## src/rtl/sipo_pkg.sv

```systemverilog
// Shared constants and helpers for the serial-to-parallel deserializer.
// Bit-ordering codes and the bit-counter width helper.
package sipo_pkg;

    localparam logic ORDER_LSB_FIRST = 1'b0;
    localparam logic ORDER_MSB_FIRST = 1'b1;

    function automatic int cnt_width(input int w);
        int c;
        c = $clog2(w);
        return (c > 1) ? c : 1;
    endfunction

endpackage

```

## src/rtl/sipo_out_buf.sv

```systemverilog
// One-entry valid/ready holding register for assembled words.
// A load that arrives while a word is still held and not taken is dropped.
module sipo_out_buf
    import sipo_pkg::*;
#(
    parameter int WIDTH = 8
) (
    input  logic             clk,
    input  logic             rst_n,
    input  logic             load,
    input  logic [WIDTH-1:0] load_data,
    input  logic             out_ready,
    output logic             out_valid,
    output logic [WIDTH-1:0] out_data,
    output logic             drop
);

    logic xfer;

    assign xfer = out_valid && out_ready;
    assign drop = load && out_valid && !out_ready;

    always_ff @(posedge clk) begin
        if (!rst_n) begin
            out_valid <= 1'b0;
            out_data  <= '0;
        end else if (load && (!out_valid || out_ready)) begin
            out_valid <= 1'b1;
            out_data  <= load_data;
        end else if (xfer) begin
            out_valid <= 1'b0;
        end
    end

endmodule

```

## src/rtl/sipo_deser.sv

```systemverilog
// Serial-to-parallel deserializer with per-word bit ordering,
// abort, and a valid/ready output register with sticky overflow.
module sipo_deser
    import sipo_pkg::*;
#(
    parameter int WIDTH = 8
) (
    input  logic             clk,
    input  logic             rst_n,
    input  logic             in_valid,
    input  logic             in_bit,
    input  logic             msb_first,
    input  logic             clr,
    output logic [WIDTH-1:0] out_data,
    output logic             out_valid,
    input  logic             out_ready,
    output logic             overflow,
    output logic             busy
);

    localparam int CNT_W = cnt_width(WIDTH);

    logic [WIDTH-1:0] shift_reg;
    logic [WIDTH-1:0] shift_nxt;
    logic [CNT_W-1:0] bit_cnt;
    logic             mode_q;
    logic             mode;
    logic             first;
    logic             last;
    logic             take;
    logic             load;
    logic             drop;

    assign take  = in_valid && !clr;
    assign first = (bit_cnt == '0);
    assign last  = (bit_cnt == CNT_W'(WIDTH - 1));
    assign load  = take && last;
    assign busy  = !first;

    // The first bit of a word uses the live pin; later bits use the latch.
    assign mode = first ? msb_first : mode_q;

    always_comb begin
        shift_nxt = shift_reg;
        if (mode == ORDER_MSB_FIRST) begin
            shift_nxt = {shift_reg[WIDTH-2:0], in_bit};
        end else begin
            shift_nxt = {in_bit, shift_reg[WIDTH-1:1]};
        end
    end

    always_ff @(posedge clk) begin
        if (!rst_n) begin
            shift_reg <= '0;
            bit_cnt   <= '0;
            mode_q    <= ORDER_LSB_FIRST;
            overflow  <= 1'b0;
        end else if (clr) begin
            shift_reg <= '0;
            bit_cnt   <= '0;
            overflow  <= 1'b0;
        end else begin
            if (take) begin
                shift_reg <= shift_nxt;
                bit_cnt   <= last ? '0 : bit_cnt + CNT_W'(1);
                if (first) begin
                    mode_q <= msb_first;
                end
            end
            if (drop) begin
                overflow <= 1'b1;
            end
        end
    end

    sipo_out_buf #(
        .WIDTH(WIDTH)
    ) u_out_buf (
        .clk      (clk),
        .rst_n    (rst_n),
        .load     (load),
        .load_data(shift_nxt),
        .out_ready(out_ready),
        .out_valid(out_valid),
        .out_data (out_data),
        .drop     (drop)
    );

endmodule

```

## config.mk

```make
export PLATFORM = sky130hd
export DESIGN_NAME = sipo_deser
export DESIGN_NICKNAME = d
export VERILOG_FILES = /design/src/rtl/sipo_pkg.sv /design/src/rtl/sipo_out_buf.sv /design/src/rtl/sipo_deser.sv
export SDC_FILE = /design/constraint.sdc
export NUM_CORES = 1
export LEC_CHECK = 0
export BUFFER_PORTS_ARGS = -buffer_cell sky130_fd_sc_hd__buf_2
export CAP_MARGIN = 20
export CORE_ASPECT_RATIO = 1.1
export CORE_MARGIN = 4
export CORE_UTILIZATION = 35
export DETAILED_ROUTE_END_ITERATION = 10
export GPL_ROUTABILITY_DRIVEN = 1
export PLACE_DENSITY_LB_ADDON = 0.1
export RECOVER_POWER = 100
export SETUP_SLACK_MARGIN = 0.05
export SKIP_LAST_GASP = 1
export SYNTH_ARGS = -nofsm -noshare
export SYNTH_HDL_FRONTEND = slang
export SYNTH_SLANG_ARGS = --single-unit
export TNS_END_PERCENT = 30
```

## constraint.sdc

```tcl
create_clock -name clk -period 2.4 [get_ports clk]
set_clock_uncertainty 0.2 [all_clocks]
set_input_delay 0.24 -clock clk [delete_from_list [all_inputs] [get_ports clk]]
set_output_delay 0.24 -clock clk [all_outputs]
set_load 0.02 [all_outputs]
```

# --- After elaboration in Yosys (flattened, before gate mapping) ---
# Cells that the tools add are included.
totals:
  reg_bits: 22
op_classes:
  n_addsub: 1
  mux: 5
  reduce_logical: 15
  bitwise: 2
  n_eq_ne: 1
op_table:
  columns: ["operator", "n"]
  rows:
  - ["2-to-1 mux 8 bit", 1]
  - ["logical AND 1 bit", 6]
  - ["logical NOT 1 bit", 4]
  - ["adder 3 x 1 -> 3 bit, second input constant", 1]
  - ["== test 3 bit, second input constant", 1]
  - ["logical NOT 3 bit", 1]
  - ["2-to-1 mux 1 bit", 3]
  - ["2-to-1 mux 3 bit", 1]
  - ["NOT 1 bit", 2]
  - ["AND reduction 2 bit", 1]
  - ["nonzero test 2 bit", 1]
  - ["OR reduction 2 bit", 1]
  - ["logical OR 1 bit", 1]

# --- Logic depth before layout (Yosys ltp) ---
depth:
  depth_word: 5
  depth_mapped: 7
  mapped_depth_nobuf: 6

# --- By module ---
# Synthesis repeated with hierarchy kept, for this count alone.
hier_totals:
  hier_cells: 110
  hier_area_um2: 1034.7
modules_own_cells:
  columns: ["mod", "n_inst", "cells_each", "seq_area_each_um2", "area_per_inst_um2"]
  rows:
  - ["sipo_deser", 1, 70, 260.2, 650.6]
  - ["sipo_out_buf", 1, 40, 180.2, 384.1]

# --- Worst setup path before layout ---
# OpenSTA, ideal clock, no wires.
synth_path:
  path_type: "reg-to-reg"
  from: "reg bit_cnt[0]"
  to: "reg shift_reg[7]"
  synth_period_minus_slack_ns: 1.807
  t_arrival_ns: 1.469
  setup_time_ns: 0.138
  path_slack_ns: 0.593
  path_stages_with_launch: 7
  cell_sequence: "dfxtp_1 inv_1 ha_1 nand2b_4 mux2i_4 mux2i_1 a211oi_1"
synth_between:
  elab_chain_cells: 3
synth_rtl:
  columns: ["element", "line_no", "text"]
  rows:
  - ["start, declared", "sipo_deser.sv:25", "logic [CNT_W-1:0] bit_cnt;"]
  - ["start signal, assigned", "sipo_deser.sv:65", "bit_cnt <= last ? '0 : bit_cnt + CNT_W'(1);"]
  - ["logical NOT 3 bit", "sipo_deser.sv:35", "assign first = (bit_cnt == '0);"]
  - ["2-to-1 mux 1 bit", null, null]
  - ["2-to-1 mux 8 bit", "sipo_deser.sv:45", "if (mode == ORDER_MSB_FIRST) begin"]
  - ["end signal, assigned", "sipo_deser.sv:64", "shift_reg <= shift_nxt;"]
  - ["end, declared", "sipo_deser.sv:23", "logic [WIDTH-1:0] shift_reg;"]
# No other way between the ends.
# A chain may end at the register's enable or synchronous reset.

# --- Worst setup path after layout ---
layout_path:
  from: "reg bit_cnt[0]"
  to: "reg u_out_buf.out_data[0]"
layout_between:
  elab_chain_cells: 3
  elab_cells_between_ends: 6
  cone_classes: "eq/ne (1); mux (2); reduce/logical (3)"
layout_rtl:
  columns: ["element", "line_no", "text"]
  rows:
  - ["logical NOT 3 bit / == test 3 bit (equally long branches)", "sipo_deser.sv:35, sipo_deser.sv:36", null]
  - ["2-to-1 mux 1 bit / logical AND 1 bit (equally long branches)", null, null]
  - ["2-to-1 mux 8 bit / logical AND 1 bit (equally long branches)", "sipo_deser.sv:45, sipo_out_buf.sv:27", null]
  - ["end signal, assigned", "sipo_out_buf.sv:29", "out_data <= load_data;"]
  - ["end, declared", "sipo_out_buf.sv:14", "output logic [WIDTH-1:0] out_data,"]
# Parallel ways exist; a longest one is shown, timed or not.

==> results.md <==
- Post-layout util: ~42%
- Reg-to-Reg End: u_out_buf.out_data[0]
- Min Hold Slack: between 0.04 and 0.05 ns
- Hold Fails Final Rpt: 0
- Max_cap viols: 0
- Initial antenna violation count: 0
- Mapped cell area: slightly above 900 um^2
- Pleak: ~0.43 nW
- Initial DRC count: 22
- Hold Path Class: in2reg
- Row cnt: 19
- WL met2: 817 um
- Share of the synthesized area in the top cell type: between 40% and 50%
- GRT overflow: 0
- Boundary Pins: 18
- Run status: completed
- R2R depth: 6
- Crit Path Category: reg2reg
- Crit path DAT: 1.97 ns
- CP startpoint: bit_cnt[0]
- Setup crit end kind: flip-flop
- Final TNS setup: 0 ns
- RSZ-0062 raised after global routing: false
- Synth Area in Compound Gates: between 10% and 20%
- Hold Buf Count CTS: 0
- DRC viols: 0
- Filler cell count: 280
- Total Power: between 0.6 and 0.7 mW
- Largest cells by area after synthesis: dfxtp_1 48%, mux2i_1 13%, a211oi_1 6.6%, nor2_1 5.3%, a21oi_1 4.9%
- Number of flops mapped to enable cells by yosys: 0
- Clk sinks: 22
- Crit share post-route: 83.2%
- Post-Synth Adder-Cell Area: 4.10%
- H-tree depth: 1
- HPWL after DPL: approximately 1300 um
- Largest net degree at the start of global routing: 17
- Clock transition at path regs: 0.12 ns
- Synth warn: 0
- Longest Clk Path Bufs: 2
- Vias: between 600 and 700
- Largest family of logic cells by synthesized area: compound AO/OA/AOI/OAI gates
- Tmin final: approximately 2 ns
- Wire length on met1: 878 um
- CTS Buf Count: 3
- Post-CTS setup repair buffer count: 0
- Core Footprint: about 2500 um^2
- Post-synth cell types: 18
- Synth top cells by count: 22 x dfxtp_1, 13 x nor2_1, 12 x mux2i_1
- Most instantiated library cell after synthesis: dfxtp_1
- DRT Pass-1 Iters: 3
- Clock root buffer: clkbuf_4
- Max Freq: roughly 500 MHz
- XOR/XNOR share of the synthesized area: 0%
- Port Buffers: 17
- Post-synth net total: about 100
- WL final: ~1800 um
- Final setup violation count: 0
- Simple-gate share of the synthesized area: about 12%
- Yosys reg bits: 22
- Syn_area_per_cell: ~9.8 um^2
- Layout cells sized above 1: 11.9%
- CP max FO: 8
- Mux contribution to synthesized area: 15.6%
- Area Growth Syn to Fin: 13.4%
- Maximum vdd drop: 0.000308 V
- Top sig layer: met4
- DR vias/cell: between 4 and 5
- Die W: approximately 57 um
- Top cell type by total area after synthesis: dfxtp_1
- Seq/Total Area, Yosys: slightly below 50%
- Ys async rst share: 0%
- Worst EP required: between 2 and 2.5 ns
- Vias in the first global route: 637
- Slew Viols, Final: 0
- Critical path startpoint category: flip-flop
- Pwr dens: around 620 nW/um^2
- Initial Util: 36.6%
- R2r setup slk: around 0.40 ns
- Crit path capture: u_out_buf.out_data[0]
- Avg WL per Cell: 12.8 um
- Cells after synthesis: 93
- Worst Max-Slew Pin Slew: between 0.5 and 0.6 ns
- Tot GR Track Use: 11.8%
- Metal3 WL: between 70 and 80 um
- Resized cells post-CTS: 0
- Ant diodes: 0
- CTS tree: yes
- Worst-skew pair later-pin latency: about 0.30 ns
- Placer congestion estimate: 0.690
- Synth Flop Type: dfxtp_1
- Reg-to-Reg Start: bit_cnt[0]
- Fin nets: between 100 and 150
- First-pass GRT wire length: about 3000 um
- Post-route ant nets: 0
- Die area: 3500 um^2
- Slew headroom: ~67%
- Die Span Y: 61.6 um
[worst min-delay path by stage]
stage,from,to,slack (ns),depth (start not counted)
2_1_floorplan,in_valid,bit_cnt[0],0.19,2
3_3_place_gp,overflow,overflow,0.25,2
3_5_place_dp,overflow,overflow,0.27,2
4_1_cts,msb_first,mode_q,0.04,3
5_1_grt,out_ready,u_out_buf.out_valid,0.07,4
6_report,msb_first,mode_q,0.05,3
[placed cells by master, fill, tap and decap left out]
master    instances
clkbuf_4          3
buf_2             6
inv_1             2
mux2i_1          12
buf_4             1
clkbuf_8          1
and3b_1           1
and2b_2           1
nor2_1           13
o21ai_0           8
a21oi_1           9
dfxtp_1          22
mux2i_4           1
nand2b_1          2
ha_1              3
a211oi_1          8
a31oi_1           1
nor2b_1           4
clkbuf_1         11
[stage by stage]
step | area [um^2] | std cells | worst slack (ns)
floorplan | 915 | 93 | 0.593
global placement | 1020 | 136 | 0.471
detailed placement | 1020 | 136 | 0.470
CTS | 1060 | 140 | 0.445
global route | 1040 | 140 | 0.264
finish | 1040 | 140 | 0.404
[routing by layer]
metal  GRT usage (%)  vias up
li1                -      361
met1            15.2      313
met2            18.2       11
met3            2.94        2
met4            6.95        0
met5               0        -
[critical path, stage by stage, from the launching register on]
cell      delay [ns]
dfxtp_1         0.39
inv_1           0.06
ha_1            0.19
nand2b_1        0.16
mux2i_4         0.45
mux2i_1         0.32
a21oi_1         0.11
[power by group]
part / leakage, nW / internal [mW] / switching (mW) / total, mW
clock: 0.0210 / 0.0925 / 0.109 / 0.202
combinational: 0.230 / 0.0255 / 0.0335 / 0.0590
sequential: 0.179 / 0.373 / 0.00602 / 0.379
total: 0.430 / 0.491 / 0.149 / 0.640
[cell type report]
cell class | count | area (um^2) | share of cell area (%)
Inverter | 2 | 7.51 | 0.724
Timing Repair Buffer | 18 | 78.8 | 7.60
Tap cell | 31 | 38.8 | 3.74
Clock buffer | 4 | 36.3 | 3.50
Multi-Input combinational cell | 63 | 435 | 42.0
Sequential cell | 22 | 440 | 42.5
[logic make-up after synthesis]
group,Yosys count
AO/OA/AOI/OAI,26
flip-flops,22
buffers and inverters,8
multiplexers,13
adder cells (fa/ha/maj),3
AND/OR/NAND/NOR,21
Note: power is estimated with default switching activity, not from simulation.
